===== config.mk =====
export PLATFORM = sky130hd
export DESIGN_NAME = display_7_seg
export DESIGN_NICKNAME = d
export VERILOG_FILES = /design/src/rtl/display_7_seg_pkg.sv /design/src/rtl/display_7_seg_lut.sv /design/src/rtl/display_7_seg.sv
export SDC_FILE = /design/constraint.sdc
export NUM_CORES = 1
export LEC_CHECK = 0
export BUFFER_PORTS_ARGS = -buffer_cell sky130_fd_sc_hd__buf_2
export CAP_MARGIN = 20
export CORE_AREA = 8 8 49 51
export DETAILED_ROUTE_END_ITERATION = 8
export DIE_AREA = 0 0 57 59
export PLACE_DENSITY = 0.54
export SYNTH_ARGS = -nofsm -noshare
export SYNTH_HDL_FRONTEND = slang
export SYNTH_SLANG_ARGS = --single-unit

===== constraint.sdc =====
create_clock -name i_Clk -period 1 [get_ports i_Clk]
set_input_delay 0.2 -clock i_Clk [delete_from_list [all_inputs] [get_ports i_Clk]]
set_output_delay 0.2 -clock i_Clk [all_outputs]
set_load 0.02 [all_outputs]

===== src/rtl/display_7_seg_pkg.sv =====
// Shared segment encoding for display_7_seg: pattern type ordered {a,b,c,d,e,f,g}, 1 = lit.
// Glyph constants for digits 0-9, hex letters A-F and a blank digit.
package display_7_seg_pkg;

    typedef logic [6:0] seg_t;

    localparam seg_t SEG_0     = 7'b1111110;
    localparam seg_t SEG_1     = 7'b0110000;
    localparam seg_t SEG_2     = 7'b1101101;
    localparam seg_t SEG_3     = 7'b1111001;
    localparam seg_t SEG_4     = 7'b0110011;
    localparam seg_t SEG_5     = 7'b1011011;
    localparam seg_t SEG_6     = 7'b1011111;
    localparam seg_t SEG_7     = 7'b1110000;
    localparam seg_t SEG_8     = 7'b1111111;
    localparam seg_t SEG_9     = 7'b1111011;
    localparam seg_t SEG_A     = 7'b1110111;
    localparam seg_t SEG_B     = 7'b0011111;
    localparam seg_t SEG_C     = 7'b1001110;
    localparam seg_t SEG_D     = 7'b0111101;
    localparam seg_t SEG_E     = 7'b1001111;
    localparam seg_t SEG_F     = 7'b1000111;
    localparam seg_t SEG_BLANK = 7'b0000000;

endpackage


===== src/rtl/display_7_seg_lut.sv =====
// Combinational 4-bit to seven-segment decode. Codes 10-15 show A-F when
// DISPLAY_7_SEG_HEX_EN is defined, otherwise they decode to a blank digit.
module display_7_seg_lut
    import display_7_seg_pkg::*;
(
    input  logic [3:0] i_binary,
    output seg_t       o_pattern
);

    always_comb begin
        // NOTE: the default branch also catches X/Z codes, so no latch is inferred and the digit blanks.
        o_pattern = SEG_BLANK;
        case (i_binary)
            4'd0:    o_pattern = SEG_0;
            4'd1:    o_pattern = SEG_1;
            4'd2:    o_pattern = SEG_2;
            4'd3:    o_pattern = SEG_3;
            4'd4:    o_pattern = SEG_4;
            4'd5:    o_pattern = SEG_5;
            4'd6:    o_pattern = SEG_6;
            4'd7:    o_pattern = SEG_7;
            4'd8:    o_pattern = SEG_8;
            4'd9:    o_pattern = SEG_9;
`ifdef DISPLAY_7_SEG_HEX_EN
            4'd10:   o_pattern = SEG_A;
            4'd11:   o_pattern = SEG_B;
            4'd12:   o_pattern = SEG_C;
            4'd13:   o_pattern = SEG_D;
            4'd14:   o_pattern = SEG_E;
            4'd15:   o_pattern = SEG_F;
`else
            4'd10, 4'd11, 4'd12,
            4'd13, 4'd14, 4'd15: o_pattern = SEG_BLANK;
`endif
            default: o_pattern = SEG_BLANK;
        endcase
    end

endmodule


===== src/rtl/display_7_seg.sv =====
// Registered binary-to-seven-segment decoder: one clock of latency, glitch-free outputs.
// Build option DISPLAY_7_SEG_HEX_EN enables A-F glyphs for codes 10-15.
module display_7_seg
    import display_7_seg_pkg::*;
(
    input  logic       i_Clk,
    input  logic       i_Reset,
    input  logic [3:0] i_binary,
    output logic       o_Seg_a,
    output logic       o_Seg_b,
    output logic       o_Seg_c,
    output logic       o_Seg_d,
    output logic       o_Seg_e,
    output logic       o_Seg_f,
    output logic       o_Seg_g
);

    seg_t pattern_d;
    seg_t pattern_q;

    display_7_seg_lut u_lut (
        .i_binary  (i_binary),
        .o_pattern (pattern_d)
    );

    always_ff @(posedge i_Clk) begin
        // NOTE: non-blocking assignment keeps all seven segments updating together on the same edge.
        if (i_Reset) begin
            pattern_q <= SEG_BLANK;
        end else begin
            pattern_q <= pattern_d;
        end
    end

    assign {o_Seg_a, o_Seg_b, o_Seg_c, o_Seg_d, o_Seg_e, o_Seg_f, o_Seg_g} = pattern_q;

endmodule


Word level (Yosys, flattened, before mapping)
Memory sizes are Yosys's and may differ from the RTL's. A register that Yosys moved wholly into a read port is not among the register bits.
Index checks and enable logic that the tools add are counted.
Word-level totals
  flip-flop bits (word level): 0
  ROM bits: 112
  input bits: 6
  logic and storage cells: 1
  memories kept: 1
Memory list
  (name not given): depth 16, width 7, rd ports 1, clocked after Yosys merged registers in 1, write ports 0, line display_7_seg_lut.sv:13  | case (i_binary)

Logic depth before layout (Yosys ltp)
  word-level depth: 0
  gate-level depth with buffers: 5
  mapped depth without buffers: 5

Modules after synthesis
Synthesis repeated with hierarchy kept, for this count alone.
Second synthesis, totals
  cells, all modules: 42
  area total of the unflattened synthesis: 402.9 um^2
By module, submodules not included
  display_7_seg_lut: instances 1, cells an instance 28, area an instance 219.0 um^2
  display_7_seg: instances 1, cells an instance 14, area an instance 183.9 um^2

Least setup slack after synthesis
Ideal clock, no wire load.
  path type: input -> register
  from: in i_binary[1]
  to: reg pattern_q[6]
  library setup time: 0.087 ns
  arrival: 0.852 ns
  required time: 0.913 ns
  path slack: 0.061 ns
  stages on the path: 5
  cells stage by stage: inv_1 > ha_1 > or2_1 > a21o_1 > o31ai_1
RTL lines
  start, declared: line display_7_seg.sv:8  | input logic [3:0] i_binary,
  end, declared: line display_7_seg.sv:19  | seg_t pattern_q;

Final worst setup path
  from: reg pattern_q[5]
  to: out o_Seg_b
RTL lines
  end, declared: line display_7_seg.sv:10  | output logic o_Seg_b,
No word-level cell between the ends.

==> key figures <==
Finish
  • Share of layout cells above drive strength 1: 0.356
  • Largest register FFs: 7
  • Top reg by flops: pattern_q
  • Antenna Cells: 0
  • Final Net Count: 72
  • Area Growth Syn to Fin: 38.2%
  • Util after Layout: 0.320
  • Reg area: 140 um^2
  • Filler instances: 177
  • Top flop regs: pattern_q (7)
  • Non-Filler Instances: 76
  • Multi-input logic area: 224 um^2

STA
  • Setup tns final: 0 ns
  • Final setup viols: 0
  • Pins Over Slew Limit: 0
  • Final hold viol count: 0
  • Rel. slew slack: 0.888
  • RSZ-0062 raised after global routing: no
  • Max Clk Rate: 1.11 GHz
  • Worst Max-Slew Pin Slew: 0.166 ns
  • Period utilisation layout: 0.903
  • Minimum clock period: 0.903 ns

Drt
  • Initial DRC Count: 0
  • Detail Route Antenna Nets: 0
  • DR WL/cell: 9.75 um
  • Drt via density: 4.12
  • Residual DRC: 0
  • Drt total wl: 741 um
  • First drt pass iteration count: 1
  • DR vias: 313

Global routing
  • GR Util All Layers: 0.0535
  • Number of global-route vias before repair: 309
  • Largest net degree at the start of global routing: 8
  • Initial antenna violation count: 0
  • First-pass GRT wire length: 1320 um
  • Grt total ovfl: 0

Placement
  • GPL Wtd Cong: 0.832
  • IO buf count: 12
  • DP Cell Count: 72

Flow run
  • Max-cap violations: 0

Setup path
  • CP Buf/Inv Count: 1
  • CP delay by family, top: flip-flops
  • CP Capture Type: output pin
  • Startpoint types: register
  • Crit path max fanout: 1
  • Worst path arrival time: 0.70 ns
  • Worst setup path class: reg -> out
  • Worst Path Required: 0.80 ns
  • Crit-path slowest cell: dfxtp_1
  • Slowest stage delay, CP: 0.30 ns
  • CP Cell Sequence: buf_2

Pwr
  • Worst vdd ir: 0.000336 V
  • PwrDens: 1340 nW/um^2
  • Leak: 0.267 nW
  • Total Power: 0.707 mW

Floorplanning
  • Ports: 13
  • Initial Util: 0.232
  • DIE WIDTH: 57 um
  • Die height: 59 um
  • Cell row count: 15
  • Die area: 3360 um^2
  • Core area: 1650 um^2

Clocking
  • CTS root buffer: clkbuf_4
  • Clock buffer depth: 2
  • Post-CTS Setup Inserts: 0
  • CTS tree: yes
  • Hold_buf cts: 0
  • H-tree Lvls: 1
  • CTS resizes: 0
  • Clk slew on worst S/H paths: 0.05 ns
  • Num CTS Buffers: 3
  • Clk sinks: 7

Logic synthesis
  • Post-Syn Area: 383 um^2
  • Netlist cell types: 16
  • Syn. warnings: 0
  • Syn_nets: 51
  • Sequential element share of the synthesized area: 0.366
  • Cells after synthesis: 39
  • Avg Inst Size Synth: 9.82 um^2
  • Yosys reg bits: 7

Outcome
  • Status: finished clean

Hold path
  • WHS Path Cells: 3
  • Min-delay src: i_Reset
  • Worst hold endpoint: pattern_q[5]$_SDFF_PP0_
  • Worst Hold Class: in -> reg
==> per-stage QoR <==
step                      area [um^2]  setup WS (ns)  hold WS (ns)
final                             529         0.0970         0.254
after global routing              529         0.0554         0.261
after CTS                         529         0.0759         0.245
after detailed placement          503        -0.0893         0.517
after global placement            503        -0.0847         0.519
after floorplan                   383         0.0607         0.269
==> Yosys cell counts <==
library cell  count  area share
mux2i_1           1       0.026
o22ai_1           3       0.049
o21ai_1           1       0.013
a21oi_1           2       0.026
ha_1              6        0.20
nor2_1            3       0.029
dfxtp_1           7        0.37
o31ai_1           1       0.020
buf_6             1       0.029
xnor2_1           1       0.023
inv_1             2       0.020
nand2b_4          1       0.036
a21o_1            1       0.020
nand2b_1          4       0.065
nor2b_1           2       0.033
or2_1             3       0.049
==> worst max path at each step <==
stage	endpoint	cells after the start	slack [ns]	from
floorplan	pattern_q[6]$_SDFF_PP0_	5	0.06	i_binary[1]
global placement	pattern_q[6]$_SDFF_PP0_	6	-0.08	i_binary[1]
detailed placement	pattern_q[6]$_SDFF_PP0_	6	-0.09	i_binary[1]
CTS	o_Seg_b	1	0.08	pattern_q[5]$_SDFF_PP0_
global route	o_Seg_a	1	0.06	pattern_q[6]$_SDFF_PP0_
finish	o_Seg_b	1	0.1	pattern_q[5]$_SDFF_PP0_
==> where the power goes <==
part	switching (mW)	internal (mW)	total, mW	leakage, nW
Combinational	0.0825	0.0704	0.153	0.194
Clock	0.0993	0.152	0.251	0.0150
Sequential	0.00339	0.299	0.303	0.0581
==> cell families after synthesis <==
logic type               count (synthesis)  synth area share
XOR/XNOR                                 1            0.0229
adder cells (fa/ha/maj)                  6             0.196
AO/OA/AOI/OAI                            8             0.127
flip-flops                               7             0.366
buffers and inverters                    3            0.0490
multiplexers                             1            0.0261
AND/OR/NAND/NOR                         13             0.212
==> routing by layer <==
layer  track usage  share of wire  wire length, um
met5             0              0                0
met2        0.0667           0.42              312
met4        0.0805          0.062               46
met1        0.0516           0.41              301
met3        0.0279           0.11               80
==> cell type report <==
type                    instances  area share
repair buffers                 17       0.208
clock buffers                   4      0.0496
well taps                      17      0.0402
flip-flops and latches          7       0.265
multi-input cells              29       0.423
inverters                       2      0.0142
==> layout by cell type, fill, tap and decap left out, types with 2 or more instances in the layout <==
| cell type | instances |
|---|---|
| buf_2 | 12 |
| dfxtp_1 | 7 |
| ha_1 | 6 |
| nand2b_1 | 4 |
| buf_4 | 4 |
| or2_1 | 3 |
| o22ai_1 | 3 |
| nor2_1 | 3 |
| clkbuf_4 | 3 |
| inv_1 | 2 |
| a21oi_1 | 2 |
| nor2b_1 | 2 |
No activity file was read; power rests on OpenSTA's default activity.
